<file path="src/rtl/opb_cfg_master.sv">
// Single-beat OPB master that turns a cmd/rsp handshake into bus reads and writes.
// Optional per-outcome statistics counters are enabled by defining OPB_CFG_MASTER_STATS_EN.
module opb_cfg_master #(
  parameter logic [31:0] C_BASEADDR  = 32'h0000_0000,
  parameter int unsigned C_TIMEOUT   = 16,
  parameter int unsigned C_MAX_RETRY = 3
) (
  input  logic        OPB_Clk,
  input  logic        OPB_Rst,
  input  logic        cmd_valid,
  output logic        cmd_ready,
  input  logic        cmd_rnw,
  input  logic [29:0] cmd_addr,
  input  logic [3:0]  cmd_be,
  input  logic [31:0] cmd_wdata,
  output logic        rsp_valid,
  input  logic        rsp_ready,
  output logic [31:0] rsp_rdata,
  output logic [1:0]  rsp_status,
  output logic        M_request,
  input  logic        OPB_MGrant,
  output logic        M_select,
  output logic        M_RNW,
  output logic [0:31] M_ABus,
  output logic [0:3]  M_BE,
  output logic [0:31] M_DBus,
  output logic        M_seqAddr,
  input  logic [0:31] OPB_DBus,
  input  logic        OPB_xferAck,
  input  logic        OPB_errAck,
  input  logic        OPB_retry,
  input  logic        OPB_toutSup
`ifdef OPB_CFG_MASTER_STATS_EN
  ,
  output logic [15:0] stat_xfers,
  output logic [15:0] stat_errs,
  output logic [15:0] stat_touts,
  output logic [15:0] stat_retries
`endif
);

  localparam int unsigned TW = $clog2(C_TIMEOUT + 1);
  localparam int unsigned RW = $clog2(C_MAX_RETRY + 1);
  localparam logic [TW-1:0] ToutLast = TW'(C_TIMEOUT - 1);
  localparam logic [RW-1:0] RetryMax = RW'(C_MAX_RETRY);

  typedef enum logic [1:0] {StIdle, StReq, StXfer, StResp} state_e;

  state_e        state_q, state_d;
  logic          rnw_q;
  logic [29:0]   addr_q;
  logic [3:0]    be_q;
  logic [31:0]   wdata_q;
  logic [TW-1:0] tout_q, tout_d;
  logic [RW-1:0] retry_q, retry_d;
  logic [31:0]   rdata_q, rdata_d;
  logic [1:0]    status_q, status_d;
  logic          accept;
  logic          sel_d;
  logic [0:3]    be_bus;

  assign cmd_ready  = (state_q == StIdle);
  assign rsp_valid  = (state_q == StResp);
  assign rsp_rdata  = rdata_q;
  assign rsp_status = status_q;
  assign M_seqAddr  = 1'b0;
  assign sel_d      = (state_d == StXfer);

  // Byte enables keep their index on the bus (cmd_be[0] drives M_BE[0]).
  always_comb begin
    for (int i = 0; i < 4; i++) begin
      be_bus[i] = be_q[i];
    end
  end

  always_comb begin
    state_d  = state_q;
    tout_d   = tout_q;
    retry_d  = retry_q;
    rdata_d  = rdata_q;
    status_d = status_q;
    accept   = 1'b0;
    unique case (state_q)
      StIdle: begin
        if (cmd_valid) begin
          accept  = 1'b1;
          retry_d = '0;
          state_d = StReq;
        end
      end
      StReq: begin
        if (OPB_MGrant) begin
          tout_d  = '0;
          state_d = StXfer;
        end
      end
      StXfer: begin
        if (OPB_errAck) begin
          status_d = 2'b01;
          rdata_d  = '0;
          state_d  = StResp;
        end else if (OPB_xferAck) begin
          status_d = 2'b00;
          rdata_d  = rnw_q ? 32'(OPB_DBus) : 32'h0;
          state_d  = StResp;
        end else if (OPB_retry) begin
          retry_d = retry_q + 1'b1;
          tout_d  = '0;
          if (retry_d == RetryMax) begin
            status_d = 2'b11;
            rdata_d  = '0;
            state_d  = StResp;
          end else begin
            state_d = StReq;
          end
        end else if (!OPB_toutSup) begin
          if (tout_q == ToutLast) begin
            status_d = 2'b10;
            rdata_d  = '0;
            state_d  = StResp;
          end else begin
            tout_d = tout_q + 1'b1;
          end
        end
      end
      StResp: begin
        if (rsp_ready) begin
          state_d = StIdle;
        end
      end
      default: state_d = StIdle;
    endcase
  end

  // Bus outputs are registered from the next state so they line up with it.
  always_ff @(posedge OPB_Clk) begin
    if (OPB_Rst) begin
      state_q   <= StIdle;
      rnw_q     <= 1'b0;
      addr_q    <= '0;
      be_q      <= '0;
      wdata_q   <= '0;
      tout_q    <= '0;
      retry_q   <= '0;
      rdata_q   <= '0;
      status_q  <= '0;
      M_request <= 1'b0;
      M_select  <= 1'b0;
      M_RNW     <= 1'b0;
      M_ABus    <= '0;
      M_BE      <= '0;
      M_DBus    <= '0;
    end else begin
      state_q  <= state_d;
      tout_q   <= tout_d;
      retry_q  <= retry_d;
      rdata_q  <= rdata_d;
      status_q <= status_d;
      if (accept) begin
        rnw_q   <= cmd_rnw;
        addr_q  <= cmd_addr;
        be_q    <= cmd_be;
        wdata_q <= cmd_wdata;
      end
      M_request <= (state_d == StReq);
      M_select  <= sel_d;
      M_RNW     <= sel_d && rnw_q;
      M_ABus    <= sel_d ? (C_BASEADDR + {addr_q, 2'b00}) : 32'h0;
      M_BE      <= sel_d ? be_bus : 4'h0;
      M_DBus    <= (sel_d && !rnw_q) ? wdata_q : 32'h0;
    end
  end

`ifdef OPB_CFG_MASTER_STATS_EN
  logic in_xfer, ev_err, ev_ok, ev_retry, ev_tout;

  assign in_xfer  = (state_q == StXfer);
  assign ev_err   = in_xfer && OPB_errAck;
  assign ev_ok    = in_xfer && !OPB_errAck && OPB_xferAck;
  assign ev_retry = in_xfer && !OPB_errAck && !OPB_xferAck && OPB_retry;
  assign ev_tout  = in_xfer && !OPB_errAck && !OPB_xferAck && !OPB_retry && !OPB_toutSup &&
                    (tout_q == ToutLast);

  function automatic logic [15:0] sat_inc(input logic [15:0] v);
    return (v == 16'hFFFF) ? v : v + 16'd1;
  endfunction

  always_ff @(posedge OPB_Clk) begin
    if (OPB_Rst) begin
      stat_xfers   <= '0;
      stat_errs    <= '0;
      stat_touts   <= '0;
      stat_retries <= '0;
    end else begin
      if (ev_ok)    stat_xfers   <= sat_inc(stat_xfers);
      if (ev_err)   stat_errs    <= sat_inc(stat_errs);
      if (ev_tout)  stat_touts   <= sat_inc(stat_touts);
      if (ev_retry) stat_retries <= sat_inc(stat_retries);
    end
  end
`endif

endmodule
</file>
<file path="config.mk">
export PLATFORM = sky130hd
export DESIGN_NAME = opb_cfg_master
export DESIGN_NICKNAME = d
export VERILOG_FILES = /design/src/rtl/opb_cfg_master.sv
export SDC_FILE = /design/constraint.sdc
export NUM_CORES = 1
export LEC_CHECK = 0
export CAP_MARGIN = 30
export CELL_PAD_IN_SITES_DETAIL_PLACEMENT = 1
export CELL_PAD_IN_SITES_GLOBAL_PLACEMENT = 2
export CORE_MARGIN = 2
export CORE_UTILIZATION = 23
export DETAILED_ROUTE_END_ITERATION = 8
export PLACE_DENSITY_LB_ADDON = 0.1
export SKIP_CTS_REPAIR_TIMING = 1
export SYNTH_ARGS = -nofsm -noshare
export SYNTH_HDL_FRONTEND = slang
export SYNTH_SLANG_ARGS = --single-unit
</file>
<file path="constraint.sdc">
create_clock -name OPB_Clk -period 2.3 [get_ports OPB_Clk]
set_clock_uncertainty 0.15 [all_clocks]
set_input_delay 0.23 -clock OPB_Clk [delete_from_list [all_inputs] [get_ports OPB_Clk]]
set_output_delay 0.23 -clock OPB_Clk [all_outputs]
set_load 0.05 [all_outputs]
</file>
==> metrics.md <==
| Metric | Value |
|---|---|
| Antenna-violating nets left | `0` |
| CTS Buf Count | `17` |
| Switching power | `1.883 mW` |
| Clk pwr share | `0.420` |
| Die area | `0.02830 mm2` |
| Worst-path fanout max | `36` |
| CTS tree | `done` |
| Final worst path period need | `2143 ps` |
| Die W | `168.2 um` |
| Max frequency | `0.4666 GHz` |
| Maximum buffer depth of the clock tree | `2` |
| Yosys reg bits | `179` |
| Gr usage total | `0.1366` |
| Final GP Congestion | `0.7608` |
| MaxCap Viol Count | `0` |
| CTS Sinks | `179` |
| Final WS setup | `156.6 ps` |
| Top Usage Layer GRT | `met2` |
| Fin. max-slew vios | `0` |
| Logic gate share of total power | `0.113` |
| Mapped cell area | `0.006202 mm2` |
| Fin. Hold Viols | `0` |
| Initial Util | `0.2321` |
| Antenna violations before repair | `1` |
| M2 GR Usage | `0.2253` |
| Vias in the first global route | `5446` |
| Leak Pwr | `3.307 nW` |
| Avg Cell Area, Syn | `9.327 um2` |
| Register share of total power | `0.466` |
| Crit path capture type | `flip-flop` |
| PortBufs | `212` |
| Post-detail-place hpwl | `13260 um` |
| Mapped Cells | `665` |
| Switching part of the total power | `0.2692` |
| Grt total ovfl | `0` |
| DR pass1 iterations | `4` |
| Nets | `981` |
| Setup violators final | `0` |
| Footprint of the multi-input gates | `0.002381 mm2` |
| Total number of vias | `5208` |
| Routed WL per cell | `15.80 um` |
| Fillers | `3065` |
| Worst IR Drop VDD | `0.3426 mV` |
| Critical Path RT | `2460 ps` |
| Crit Path Class | `flip-flop to flip-flop` |
| Max transition margin | `0.5526` |
| Largest net degree at the start of global routing | `68` |
| RSZ-0062 raised after global routing | `no` |
| Hold Crit Class | `primary input to flip-flop` |
| Fin crit share | `0.9319` |
| Area grow syn2layout | `51.08%` |
| Reg clk slew, reported paths | `70 ps` |
| Vert. Die Dim | `168.2 um` |
| Startpoint Class | `flip-flop` |
| CP arrival | `2310 ps` |
| Rows | `60` |
| PwrDens | `746.6 mW/mm2` |
| Worst slack at placement | `-146.5 ps` |
| Core Region | `0.02673 mm2` |
| # diodes | `0` |
| DRT iter0 DRCs | `188` |
| Root Buffer | `clkbuf_16` |
| DR vias/cell | `4.258` |
| Layout cells sized above 1 | `0.08617` |
| Sequential cell area | `0.003585 mm2` |
| Power, Total | `6.995 mW` |
| Routed wire length | `19320 um` |
| Hold WS | `125.1 ps` |
| Internal power | `5.112 mW` |
| Least-Margin Pin Slew | `671.1 ps` |
| GRT met3 Usage | `0.03808` |
| Synth warn | `0` |
| # IOs | `216` |
| Met1 usage | `0.1761` |
| Clk Latency, worst-skew pair | `430 ps` |
| DRC | `0` |
| Register area share after synthesis | `0.5778` |
| H-tree depth | `4` |
| First-pass GRT wire length | `30280 um` |
| Distinct cells, synth | `39` |
| Status | `finished, final reports clean` |
-- final cells by class --
| class | count | share of cell area |
|---|---|---|
| clock inverter | 14 | 0.01816 |
| tap | 341 | 0.04553 |
| inverter | 5 | 0.002804 |
| sequential | 179 | 0.3826 |
| multi-input combinational | 434 | 0.2541 |
| timing repair buffer | 233 | 0.2514 |
| clock buffer | 17 | 0.04540 |
-- layer usage --
| layer | up-vias | routed length, um |
|---|---|---|
| met5 | - | 0 |
| met4 | 0 | 189 |
| met3 | 14 | 1046 |
| met2 | 132 | 9272 |
| met1 | 2495 | 8810 |
| li1 | 2567 | - |
-- final timing paths --
| kind | start | to | slack [ps] | cells past startpoint |
|---|---|---|---|---|
| worst min-delay path | OPB_Rst | tout_q[2] | 130 | 4 |
| worst max-delay path | tout_q[1] | M_ABus[28] | 160 | 9 |
| worst min register to register | addr_q[28] | addr_q[28] | 300 | 2 |
| worst max register to register | tout_q[1] | M_ABus[28] | 160 | 9 |
-- cells in the final DEF (no fill, tap or decap), types with 6 or more instances in the layout --
master           count
clkbuf_16           17
a21oi_1             74
nor3b_1             32
buf_12               6
nand2_1            204
buf_4               15
dfxtp_1            178
mux2i_1             33
clkdlybuf4s50_1    209
and2_1              36
-- power groups by stage --
stage                     sequential (mW)  clock, mW  combinational, mW
after global routing                 3.28       3.16              0.874
after CTS                            3.26       3.05              0.809
final                                3.26       2.94              0.794
after global placement               3.33          0              0.794
after floorplan                      3.37          0              0.386
after detailed placement             3.34          0              0.807
-- metrics by stage --
step | instance area [um2] | utilization | cells | TNS (ps)
final | 9370 | 0.3506 | 1223 | 0
after global routing | 9370 | 0.3506 | 1223 | 0
after CTS | 9316 | 0.3486 | 1222 | -5725
after detailed placement | 8721 | 0.3263 | 1191 | -4984
after global placement | 8721 | 0.3263 | 1191 | -3625
after floorplan | 6210 | - | 667 | 0
-- worst max-delay path, stage by stage (launching register included) --
cell and delay (ps):
dfxtp_2 360, ha_2 200, and3_1 170, ha_2 180, nand2b_1 70, and3_4 200, o311ai_4 270, buf_6 180
inv_8 80, and2_1 170
-- kinds of logic (layout without fill, tap and decap cells) --
logic type               after synthesis  count (layout)  share of synthesized area
adder cells (fa/ha/maj)                3               3                   0.006053
multiplexers                          33              33                    0.05326
AND/OR/NAND/NOR                      301             301                     0.2306
AO/OA/AOI/OAI                         94              94                    0.08614
buffers and inverters                 54             269                    0.04559
other                                  1               3                  0.0006046
flip-flops                           179             179                     0.5778
-- sequential cells by signal, summed over array words and instances, names as in the netlist --
| register | count |
|---|---|
| M_select | 1 |
| state_q | 2 |
| wdata_q | 32 |
| M_RNW | 1 |
| rsp_status | 2 |
| addr_q | 30 |
| rnw_q | 1 |
| be_q | 4 |
| M_request | 1 |
| tout_q | 5 |
| retry_q | 2 |
| M_ABus | 30 |
| M_DBus | 32 |
| rsp_rdata | 32 |
| M_BE | 4 |
-- synthesized netlist by cell type --
library cell / n / area [um2]
o31a_1: 1 / 8.760
a41oi_1: 1 / 8.760
nor2_1: 4 / 15.01
a21o_1: 1 / 7.510
nor3b_1: 32 / 240.2
inv_2: 1 / 3.750
nand3_1: 2 / 10.01
or2_2: 2 / 12.51
or3b_4: 1 / 11.26
dfxtp_1: 179 / 3583
o21ai_0: 2 / 10.01
buf_1: 1 / 3.750
o21bai_1: 3 / 22.52
clkbuf_1: 23 / 86.33
nor3_1: 5 / 25.02
or4b_4: 1 / 13.76
o21ai_2: 1 / 8.760
buf_2: 13 / 65.06
and3b_1: 1 / 8.760
buf_4: 7 / 52.55
a31oi_1: 3 / 18.77
nand2b_1: 2 / 12.51
nor4_2: 2 / 25.02
a21oi_1: 75 / 375.4
nand2_1: 205 / 769.5
inv_1: 4 / 15.01
ha_1: 3 / 37.54
buf_6: 5 / 56.30
nor2b_1: 1 / 6.260
a31o_2: 2 / 17.52
or3_1: 1 / 6.260
and3_1: 3 / 18.77
o311ai_4: 1 / 26.28
and2_1: 37 / 231.5
nor4b_2: 1 / 15.01
mux2i_1: 33 / 330.3
conb_1: 1 / 3.750
o21a_1: 4 / 30.03
nor4b_1: 1 / 8.760
Power figures use the tool's default switching activity.
